[src/rtl/pipe_pkg.sv]
// Shared definitions for the pipeline register chain.
// Bubble word, per-stage control encoding and a saturating adder.
package pipe_pkg;

    localparam logic [31:0] NOP_WORD = 32'h0000_0013;

    typedef enum logic [1:0] {
        CTL_KEEP  = 2'd0,
        CTL_LOAD  = 2'd1,
        CTL_CLEAR = 2'd2
    } stage_ctl_t;

    function automatic logic [15:0] sat_add16(
        input logic [15:0] a,
        input logic [15:0] b
    );
        logic [16:0] s;
        s = {1'b0, a} + {1'b0, b};
        return s[16] ? 16'hFFFF : s[15:0];
    endfunction

endpackage

[src/rtl/pipe_stage_reg.sv]
// One pipeline stage: data word plus valid bit.
// Load, clear-to-bubble and keep are mutually exclusive.
module pipe_stage_reg
    import pipe_pkg::*;
#(
    parameter int               WIDTH  = 32,
    parameter logic [WIDTH-1:0] BUBBLE = WIDTH'(NOP_WORD)
) (
    input  logic             clk,
    input  logic             reset,
    input  stage_ctl_t       ctl,
    input  logic [WIDTH-1:0] load_data,
    input  logic             load_valid,
    output logic [WIDTH-1:0] data,
    output logic             valid
);

    // Stage register; an empty stage always holds the bubble word
    always_ff @(posedge clk) begin
        if (reset) begin
            data  <= BUBBLE;
            valid <= 1'b0;
        end else begin
            unique case (ctl)
                CTL_LOAD: begin
                    data  <= load_data;
                    valid <= load_valid;
                end
                CTL_CLEAR: begin
                    data  <= BUBBLE;
                    valid <= 1'b0;
                end
                default: ;
            endcase
        end
    end

endmodule

[src/rtl/pipe_stage_chain.sv]
// N-stage pipeline register chain with stall, flush and hold.
// Stage 0 is IF/ID, stage STAGES-1 is MEM/WB.
module pipe_stage_chain
    import pipe_pkg::*;
#(
    parameter int               WIDTH       = 32,
    parameter int               STAGES      = 4,
    parameter int               FLUSH_DEPTH = 2,
    parameter int               HOLD_DEPTH  = 1,
    parameter logic [WIDTH-1:0] BUBBLE      = WIDTH'(NOP_WORD),
    localparam int              OCC_W       = $clog2(STAGES + 1)
) (
    input  logic                      clk,
    input  logic                      reset,
    input  logic                      in_valid,
    input  logic [WIDTH-1:0]          in_data,
    input  logic                      stall,
    input  logic                      flush,
    input  logic                      hold,
    output logic                      in_ready,
    output logic [STAGES*WIDTH-1:0]   stage_data,
    output logic [STAGES-1:0]         stage_valid,
    output logic [OCC_W-1:0]          occupancy,
    output logic [31:0]               stall_cycles,
    output logic [15:0]               bubble_count
);

    localparam logic [15:0] FLUSH_INC = 16'(FLUSH_DEPTH);

    stage_ctl_t          ctl [STAGES];
    logic [WIDTH-1:0]    src_data [STAGES];
    logic [STAGES-1:0]   src_valid;
    logic [STAGES-1:0]   next_valid;
    logic [OCC_W-1:0]    occ_next;

    assign in_ready = !(stall | (hold & !flush));

    // Each stage is fed from the stage before it; stage 0 from upstream
    always_comb begin
        src_data[0]  = in_data;
        src_valid[0] = in_valid;
        for (int k = 1; k < STAGES; k++) begin
            src_data[k]  = stage_data[(k-1)*WIDTH +: WIDTH];
            src_valid[k] = stage_valid[k-1];
        end
    end

    // Per-stage decode: stall > flush > hold > advance
    always_comb begin
        for (int k = 0; k < STAGES; k++) begin
            ctl[k] = CTL_LOAD;
            if (stall) begin
                ctl[k] = CTL_KEEP;
            end else if (flush) begin
                ctl[k] = (k < FLUSH_DEPTH) ? CTL_CLEAR : CTL_LOAD;
            end else if (hold) begin
                if (k < HOLD_DEPTH)
                    ctl[k] = CTL_KEEP;
                else if (k == HOLD_DEPTH)
                    ctl[k] = CTL_CLEAR;
                else
                    ctl[k] = CTL_LOAD;
            end else if (k == 0 && !in_valid) begin
                ctl[k] = CTL_CLEAR;
            end
        end
    end

    for (genvar k = 0; k < STAGES; k++) begin : g_stage
        pipe_stage_reg #(
            .WIDTH  (WIDTH),
            .BUBBLE (BUBBLE)
        ) u_reg (
            .clk        (clk),
            .reset      (reset),
            .ctl        (ctl[k]),
            .load_data  (src_data[k]),
            .load_valid (src_valid[k]),
            .data       (stage_data[k*WIDTH +: WIDTH]),
            .valid      (stage_valid[k])
        );
    end

    // Valid vector after the coming edge, popcounted for occupancy
    always_comb begin
        occ_next = '0;
        for (int k = 0; k < STAGES; k++) begin
            unique case (ctl[k])
                CTL_LOAD:  next_valid[k] = src_valid[k];
                CTL_CLEAR: next_valid[k] = 1'b0;
                default:   next_valid[k] = stage_valid[k];
            endcase
            if (next_valid[k])
                occ_next = occ_next + OCC_W'(1);
        end
    end

    // Occupancy tracks the valid bits presented after each edge
    always_ff @(posedge clk) begin
        if (reset)
            occupancy <= '0;
        else
            occupancy <= occ_next;
    end

    // Saturating stall and bubble counters
    always_ff @(posedge clk) begin
        if (reset) begin
            stall_cycles <= '0;
            bubble_count <= '0;
        end else if (stall) begin
            if (stall_cycles != 32'hFFFF_FFFF)
                stall_cycles <= stall_cycles + 32'd1;
        end else if (flush) begin
            bubble_count <= sat_add16(bubble_count, FLUSH_INC);
        end else if (hold) begin
            bubble_count <= sat_add16(bubble_count, 16'd1);
        end
    end

endmodule

[config.mk]
export PLATFORM = sky130hd
export DESIGN_NAME = pipe_stage_chain
export DESIGN_NICKNAME = d
export VERILOG_FILES = /design/src/rtl/pipe_pkg.sv /design/src/rtl/pipe_stage_reg.sv /design/src/rtl/pipe_stage_chain.sv
export SDC_FILE = /design/constraint.sdc
export NUM_CORES = 1
export LEC_CHECK = 0
export CAP_MARGIN = 20
export CORE_UTILIZATION = 25
export CTS_BUF_LIST = sky130_fd_sc_hd__clkbuf_4 sky130_fd_sc_hd__clkbuf_8
export DETAILED_ROUTE_END_ITERATION = 10
export SKIP_LAST_GASP = 1
export SYNTH_ARGS = -nofsm -noshare
export SYNTH_HDL_FRONTEND = slang
export SYNTH_SLANG_ARGS = --single-unit
[constraint.sdc]
create_clock -name clk -period 4.3 [get_ports clk]
set_input_delay 0.645 -clock clk [delete_from_list [all_inputs] [get_ports clk]]
set_output_delay 0.645 -clock clk [all_outputs]
set_load 0.03 [all_outputs]
==> Word level (Yosys, flattened, before mapping) <==
Cells that the tools add are included.
{ "totals": {"ff_bits": 183, "latchBits": 0, "mem_bits_rw": 0, "mem_bits_ro": 0, "output_inout_bits": 184, "word_cells": 59, "n_memories": 0} }
{ "classes": {"addsub": 6, "n_mul": 0, "n_div": 0, "magnitude_cmp": 0, "n_eq_ne": 7, "shift": 0, "muxes": 24, "bitwise_logic": 3, "reduce_logical": 8} }
{ "op_table": {"columns": ["operator", "n"], "rows": [
  ["32-bit one-hot mux with 2 select lines", 4],
  ["16-bit 2-to-1 mux", 4],
  ["32-bit by 1-bit adder with 32-bit output (second input constant)", 1],
  ["32-bit inequality test (second input constant)", 1],
  ["16-bit by 1-bit adder with 17-bit output (second input constant)", 1],
  ["16-bit by 2-bit adder with 17-bit output (second input constant)", 1],
  ["2-bit 2-to-1 mux", 7],
  ["3-bit by 1-bit adder with 3-bit output (second input constant)", 3],
  ["3-bit 2-to-1 mux", 3],
  ["1-bit one-hot mux with 2 select lines", 4],
  ["2-bit nonzero test", 4],
  ["2-bit by 1-bit equality test with 1-bit output (second input constant)", 2],
  ["2-bit equality test (second input constant)", 2],
  ["2-bit AND reduction", 2],
  ["1-bit by 2-bit equality test with 1-bit output (second input constant)", 1],
  ["1-bit zero test", 2],
  ["1-bit 2-to-1 mux", 2],
  ["1-bit AND", 1],
  ["1-bit equality test (second input constant)", 1],
  ["1-bit inverter", 1],
  ["1-bit bitwise OR", 1]
]} }

==> Longest topological paths before layout <==
Gate-level depths: netlist (run 1).
{ "logic_depth": {"depth_word": 13, "ltp_mapped": 16, "ltp_nobuf": 14} }

==> Cells and area by module <==
From an unflattened synthesis (run 1), not the netlist that was laid out.
{ "unflattened": {"hier_cells": 935, "hier_area_um2": 8267.9} }
{ "by_module_without_submodules": {"columns": ["mod", "instances", "cells_each", "area_each_um2", "seq_area_each_um2"], "rows": [
  ["pipe_stage_reg", 4, 150, 1372.6, 660.6],
  ["pipe_stage_chain", 1, 335, 2777.7, 1021.0]
]} }

==> Worst setup path before layout (run 1) <==
Ideal clock, no wire load.
{ "synth_path": {"kind": "input to register", "from": "input port stall", "to": "register occupancy[1]", "setup_ns": 0.128, "arrival_time_ns": 3.619, "setup_slack_ns": 0.554, "stages": 14, "n_path_buf": 3, "cell_sequence": "buf_1 buf_2 a21oi_1 o21ai_0 ha_1 clkbuf_1 inv_1 a31oi_1 inv_1 ha_1 xor2_1 ha_1 mux2i_1 nor2_1"} }
{ "synth_via": {"elab_chain_len": 10} }
{ "synth_rtl": {"columns": ["element", "line_no", "rtl"], "rows": [
  ["start, declared", "pipe_stage_chain.sv:17", "input logic stall,"],
  ["2-bit 2-to-1 mux", "pipe_stage_chain.sv:52", "if (stall) begin"],
  ["2-bit equality test / 2-bit by 1-bit equality test with 1-bit output (equally long branches)", "pipe_stage_chain.sv:88", "unique case (ctl[k])"],
  ["1-bit one-hot mux with 2 select lines", "pipe_stage_chain.sv:88", null],
  ["1-bit 2-to-1 mux", "pipe_stage_chain.sv:93", "if (next_valid[k])"],
  ["3-bit by 1-bit adder with 3-bit output", "pipe_stage_chain.sv:94", "occ_next = occ_next + OCC_W'(1);"],
  ["3-bit 2-to-1 mux", "pipe_stage_chain.sv:93", null],
  ["3-bit by 1-bit adder with 3-bit output", "pipe_stage_chain.sv:94", null],
  ["3-bit 2-to-1 mux", "pipe_stage_chain.sv:93", null],
  ["3-bit by 1-bit adder with 3-bit output", "pipe_stage_chain.sv:94", null],
  ["3-bit 2-to-1 mux *", "pipe_stage_chain.sv:93", null],
  ["end signal, assigned", "pipe_stage_chain.sv:103", "occupancy <= occ_next;"],
  ["end, declared", "pipe_stage_chain.sv:23", "output logic [OCC_W-1:0] occupancy,"]
]} }
Every way passes the cells marked *; elsewhere a longest branch is shown, timed or not.
A chain may end at the register's enable or synchronous reset.

==> Worst setup path in the final report (run 1) <==
{ "layout_path": {"from": "input port hold", "to": "register occupancy[1]"} }
{ "layout_rtl": {"columns": ["element", "line_no", "rtl"], "rows": [
  ["start, declared", "pipe_stage_chain.sv:19", "input logic hold,"],
  ["2-bit 2-to-1 mux *", "pipe_stage_chain.sv:56", "end else if (hold) begin"],
  ["2-bit 2-to-1 mux *", "pipe_stage_chain.sv:54", "end else if (flush) begin"],
  ["2-bit 2-to-1 mux *", "pipe_stage_chain.sv:52", null],
  ["2-bit equality test / 2-bit by 1-bit equality test with 1-bit output (equally long branches)", "pipe_stage_chain.sv:88", null],
  ["1-bit one-hot mux with 2 select lines *", null, null],
  ["named net next_valid[1]", "pipe_stage_chain.sv:33", "logic [STAGES-1:0] next_valid;"],
  ["3-bit 2-to-1 mux *", "pipe_stage_chain.sv:93", null],
  ["3-bit by 1-bit adder with 3-bit output", "pipe_stage_chain.sv:94", null],
  ["3-bit 2-to-1 mux *", "pipe_stage_chain.sv:93", null],
  ["3-bit by 1-bit adder with 3-bit output", "pipe_stage_chain.sv:94", null],
  ["3-bit 2-to-1 mux *", "pipe_stage_chain.sv:93", null]
]} }
Mark *: on every way through the listed nets, which the timed path passes. The rest lies on a longest branch.

==> out/metrics.yaml, run 1 <==
status:
  outcome: "finished, final reports clean"
clock_network:
  post_cts_buffers: 0
  clock-sinks: 183
  clk_pin_slew_worst_paths_ps: 120
  h-tree-depth: 4
  cts_root_buf: "clkbuf_8"
  cts_tree: "built"
  cts_hold_buf: 0
  numCtsBuffers: 17
  insertion_delay_ps: 470
  cts.path.max_buffers: 2
  cts_resized: 0
sta:
  tightest_slew_ps: 905
  hold_viol_final: 0
  fin_setup_tns_ps: 0
  slew_headroom_pct: 39.2
  rsz0062_at_grt: "no"
  period_needed_ps: 3550
  clock_skew_ps: 19.9
  slew_viol_final: 0
  period_share_pct: 82.5
  hold_slack_ps: 490
  fmax_ghz: 0.282
  setup_viol_count_final: 0
placed_design:
  gp_congestion: 0.818
  dp_hpwl_um: 15700
  placedInstanceArea_sq_mm: 0.0101
  io_buffers: 221
drt:
  via_per_inst: 4.74
  wl_um: 22900
  dr.pass1.iters: 4
  vias: 6729
  wl_per_cell_um: 16.2
  drtIter0Drc: 528
  drtAntennaViolNets: 0
  drc_errors: 0
critical_path:
  required_ps: 4630
  cp_max_fo: 37
  cp-end-kind: "flop"
  worstSetupPathType: "in2reg"
  startpoint_type: "input pin"
  arrival_ps: 3880
floorplanning:
  initial_utilization_pct: 25.5
  rows: 63
  coreArea_sq_mm: 0.0297
  die_x_um: 176
  ios: 222
  chipHeight_um: 176
  design.die.area_sq_mm: 0.0310
synth:
  synth.top_cell.area_share_pct: 48.3
  synth_area_leader_cell: "dfxtp_1"
  synth_cell_types: 59
  synth-edff-count: 0
  synthesis.nets: 871
  netlist_area_sq_mm: 0.00758
  ys_ff_latch: 183
  ys_top_cells_by_area: "dfxtp_1, mux2i_1, nor2_1, a21oi_1, nor3b_1"
  syn_avg_cell_area_sq_um: 9.20
  yosysSeqAreaShare_pct: 48.3
  syn_inst: 824
  ys_warn_count: 0
  ys.flop_type: "dfxtp_1"
  synthArstFlopShare_pct: 0
finish:
  seq_area_sq_mm: 0.00366
  n_fill_cell: 3041
  drive_gt1_share_pct: 6.03
  multi_input_area_sq_mm: 0.00361
  fin_area_sq_mm: 0.0105
  n_antenna_cell: 0
  final_nets: 1063
  syn2layout_area_growth_pct: 38.7
run:
  cap_violations: 0
global_route:
  grt_overflow_total: 0
  antenna_found_initial: 0
  grt_pass1_wl_um: 36000
  grt_pass1_vias: 6345
  grt_max_degree: 67
  grt_usage_pct: 14.7
pwr:
  combPwrFrac_pct: 11.0
  p_leak_nw: 3.77
  netSwitchingPower_mw: 1.02
  power_frac_seq_pct: 52.6
  powerDensity_mw_per_mm2: 318
  max-vdd-ir-drop_mv: 0.173
  swShare_pct: 30.6
  p_clk_share_pct: 36.3
  p_int_mw: 2.32
min_path:
  hp-class: "reg2reg"
cell type report:
type,instances,area share [%]
clock buffer,17,2.23
clock inverter,15,1.69
inverter,16,0.571
multi-input combinational,568,34.4
sequential,183,34.9
timing repair buffer,230,21.6
tap,390,4.64
power groups by stage:
stage	Clock, mW	Combinational, mW	Sequential, mW
5_1_grt	1.35	0.398	1.77
2_1_floorplan	0	0.158	1.85
3_5_place_dp	0	0.372	1.80
6_report	1.21	0.368	1.76
4_1_cts	1.27	0.373	1.76
3_3_place_gp	0	0.370	1.80
worst max-delay path, cell delays in order:
cell	delay, ps
clkdlybuf4s50_1	470
o21bai_1	690
ha_2	460
buf_4	250
a21oi_1	260
inv_1	70
ha_1	330
xor2_1	240
ha_1	270
mux2i_1	140
nor2_1	60
flip-flops by register name (all words and copies together) (netlist names):
register and cells:
bubble_count 16, g_stage.u_reg.data 128, occupancy 3, stall_cycles 32, g_stage.u_reg.valid 4
path summary, 6_finish.rpt:
path	to	slack (ps)	start	cells past startpoint
setup / recovery	occupancy[1]	750	hold	11
hold reg to reg	g_stage[3].u_reg.data[0]	490	g_stage[3].u_reg.data[0]	2
setup reg to reg	stall_cycles[1]	2050	stall_cycles[5]	5
hold / removal	g_stage[3].u_reg.data[0]	490	g_stage[3].u_reg.data[0]	2
Yosys cell counts (6+ instances only):
master and n:
nor3b_1 30, xnor2_1 17, nor2_1 154, o21ai_0 16, nor4_1 8, xor2_1 8, a31oi_1 9, dfxtp_1 183
and2_1 7, nand2_1 31, ha_1 9, inv_1 16, and4_1 12, a21oi_1 55, a22oi_1 28, a311oi_1 6
mux2i_1 66, or3_1 6, clkbuf_1 44, nand3_1 15, nor3_1 15, nand4_1 16
metrics by stage:
step | utilization [%] | worst slack (ps) | power [mW] | cells
after floorplan | - | 554 | 2.01 | 824
after global placement | 34.0 | 402 | 2.17 | 1387
after detailed placement | 34.0 | 267 | 2.17 | 1387
after CTS | 35.4 | 794 | 3.40 | 1419
after global routing | 35.4 | 548 | 3.51 | 1419
final | 35.4 | 754 | 3.34 | 1419
cells in the final DEF (no fill, tap or decap), drive strengths merged, types with 3 or more instances in the layout:
master | netlist | routed
ha | 9 | 9
and4 | 12 | 12
nand3 | 15 | 15
a311oi | 6 | 6
nor3b | 30 | 30
nor2b | 4 | 4
nand4 | 18 | 18
mux2i | 66 | 66
xor2 | 8 | 8
buf | 13 | 11
nand2 | 31 | 31
o31ai | 4 | 4
a21oi | 55 | 55
nor4 | 9 | 9
clkinv | 0 | 8
a211oi | 5 | 5
o311ai | 7 | 7
o21ai | 17 | 17
xnor2 | 17 | 17
a31oi | 9 | 9
clkdlybuf4s50 | 0 | 219
and3 | 3 | 3
clkbuf | 44 | 17
inv | 16 | 23
o211ai | 3 | 3
dfxtp | 183 | 183
nor2 | 154 | 154
and2 | 8 | 8
nor3 | 17 | 17
o22ai | 3 | 3
or4 | 3 | 3
a22oi | 28 | 28
or3 | 6 | 6
logic make-up after synthesis:
kind of cell / synth area share (%)
DFF: 48.3
muxes: 9.01
adders and majority gates: 1.49
xor gates and xnor gates: 2.89
buffers and inverters: 4.04
and+or+nand+nor: 21.0
AOI/OAI and AO/OA: 13.2
per-layer routing:
layer	share of wire, %	vias to the layer above	GRT usage (%)
met3	6.6	21	4.18
met2	45	198	22.9
met4	1.6	0	4.78
met5	0	-	0
li1	-	3310	-
met1	47	3200	19.4
(Power assumes the default switching activity.)
==> run 2, diff against run 1 <==
- clock period: 4.3 -> 3.35 ns (I/O delays scaled with it)
==> run 2 against run 1 <==
  * Clock-buffer cell count rose by 3
  * Sequential power up 28%
  * Sequential share of layout area decreased by 0.067 points
==> out/metrics.yaml, run 2 (synthesis results as in run 1) <==
finish:
  syn2layout_area_growth_pct: 39.0
  final_nets: 1066
  layout_commonest_cell: "clkdlybuf4s50_1"
  final_cell_mix: "clkdlybuf4s50_1, dfxtp_1, nor2_1, mux2i_1, a21oi_1"
  multi_input_area_sq_mm: 0.00362
  seq_area_sq_mm: 0.00366
  largestRegisters: "g_stage.u_reg.data x128, stall_cycles x32, bubble_count x16"
  top_register: "g_stage.u_reg.data"
  largest_reg_flops: 128
  drive_gt1_share_pct: 6.30
  n_fill_cell: 3068
  fin_area_sq_mm: 0.0105
critical_path:
  rrSetupSlack_ps: 1060
  startpoint_type: "input pin"
  path_cells: "clkdlybuf4s50_1, inv_1, a21oi_2, o21ai_0, ha_1, and2_0, a31oi_1, inv_1, ha_1, xor2_1, ha_1, mux2i_1, nor2_1"
  cp-end-kind: "flop"
  worstSetupPathType: "in2reg"
  reg2reg_depth: 5
  rr_startpoint: "stall_cycles[5]"
  arrival_ps: 3120
  crit_top_cell: "ha_1"
  r2r-end: "stall_cycles[1]"
  critPathMaxStageDelay_ps: 530
  critPathSlowestCell: "clkdlybuf4s50_1"
  cp_max_fo: 5
  required_ps: 3690
global_route:
  antenna_found_initial: 0
  grt_overflow_total: 0
  grt_usage_pct: 14.8
  grt_pass1_vias: 6433
  grt_pass1_wl_um: 36300
  grt_max_degree: 117
drt:
  met1_length_um: 10800
  via_per_inst: 4.75
  route.top_layer_used: "met4"
  wl_um: 23000
  dr.pass1.iters: 5
  drtIter0Drc: 522
  dr_wl_met3_um: 1530
  wl_per_cell_um: 16.2
  vias: 6761
  drtAntennaViolNets: 0
  drc_errors: 0
  met2WireLength_um: 10400
clock_network:
  h-tree-depth: 4
  cts_hold_buf: 0
  cts.path.max_buffers: 2
  numCtsBuffers: 17
  cts_resized: 0
  insertion_delay_ps: 460
  cts_root_buf: "clkbuf_8"
  clk_pin_slew_worst_paths_ps: 90
  post_cts_buffers: 0
  clock-sinks: 183
  cts_tree: "built"
placed_design:
  io_buffers: 221
  gp_congestion: 0.875
  placedInstanceArea_sq_mm: 0.0102
  dp_hpwl_um: 15900
  post-place-ws_ps: 89.0
min_path:
  min_from: "stall"
  min_path_cells: 3
  hp-class: "in2reg"
  hold_end: "g_stage[3].u_reg.data[0]"
pwr:
  p_leak_nw: 3.77
  powerDensity_mw_per_mm2: 400
  max-vdd-ir-drop_mv: 0.209
sta:
  hold_viol_final: 0
  rsz0062_at_grt: "no"
  tightest_slew_ps: 920
  slew_headroom_pct: 38.2
  fin_setup_tns_ps: 0
  setup_viol_count_final: 0
  setup_ws_ps: 568
  fmax_ghz: 0.359
  period_share_pct: 83.1
  period_needed_ps: 2780
  slew_viol_final: 0
  clock_skew_ps: 15.5
run:
  cap_violations: 0
floorplanning:
  initial_utilization_pct: 25.5
  chipHeight_um: 176
  die_x_um: 176
  design.die.area_sq_mm: 0.0310
  ios: 222
  rows: 63
  coreArea_sq_mm: 0.0297
status:
  outcome: "finished, final reports clean"
run 2: cell types whose count changed in the layout (fill, tap and decap cells not counted), sizes merged:
cell      delta
clkbuf       +3
diode        +1
buf          +3
clkinvlp     +2
clkinv       -4
inv          -3
bufinv       +1
run 2: worst max path at each step:
stage	slack [ps]	endpoint	start	depth (start not counted)
after global routing	360	occupancy[2]	hold	14
after floorplan	10	occupancy[1]	stall	14
after detailed placement	90	occupancy[1]	hold	13
final	570	occupancy[1]	flush	13
after CTS	600	occupancy[1]	hold	13
after global placement	140	occupancy[1]	flush	13
run 2: worst max-delay path: cells and delay by family:
family / cells / cell delay [ps]
AO/OA/AOI/OAI: 3 / 490
buffers and inverters: 3 / 710
adder cells (fa/ha/maj): 3 / 890
AND/OR/NAND/NOR: 2 / 190
multiplexers: 1 / 130
XOR/XNOR: 1 / 210
run 2: cell type report:
| type | instances | share of cell area (%) |
|---|---|---|
| Antenna cell | 1 | 0.0238 |
| Clock buffer | 20 | 2.49 |
| Clock inverter | 11 | 1.09 |
| Inverter | 16 | 0.570 |
| Multi-Input combinational cell | 568 | 34.3 |
| Sequential cell | 183 | 34.8 |
| Tap cell | 390 | 4.63 |
| Timing Repair Buffer | 233 | 22.1 |
run 2: layer usage:
| metal | global-route usage [%] | vias up |
|---|---|---|
| met1 | 19.4 | 3203 |
| met5 | 0 | - |
| met2 | 23.4 | 221 |
| met4 | 4.64 | 0 |
| li1 | - | 3319 |
| met3 | 4.20 | 18 |
run 2: report_power, final:
group / switching, mW / total [mW] / leakage, nW / internal [mW]
combinational: 0.288 / 0.479 / 2.10 / 0.191
clock: 0.844 / 1.48 / 0.188 / 0.635
sequential: 0.0430 / 2.26 / 1.48 / 2.22
run 2: stage by stage:
stage / std cells / utilization (%) / hold WS [ps] / power (mW)
finish: 1422 / 35.4 / 414 / 4.22
floorplan: 824 / - / 506 / 2.58
global placement: 1390 / 34.2 / 462 / 2.79
global route: 1421 / 35.4 / 384 / 4.42
detailed placement: 1390 / 34.2 / 471 / 2.79
CTS: 1421 / 35.4 / 378 / 4.30
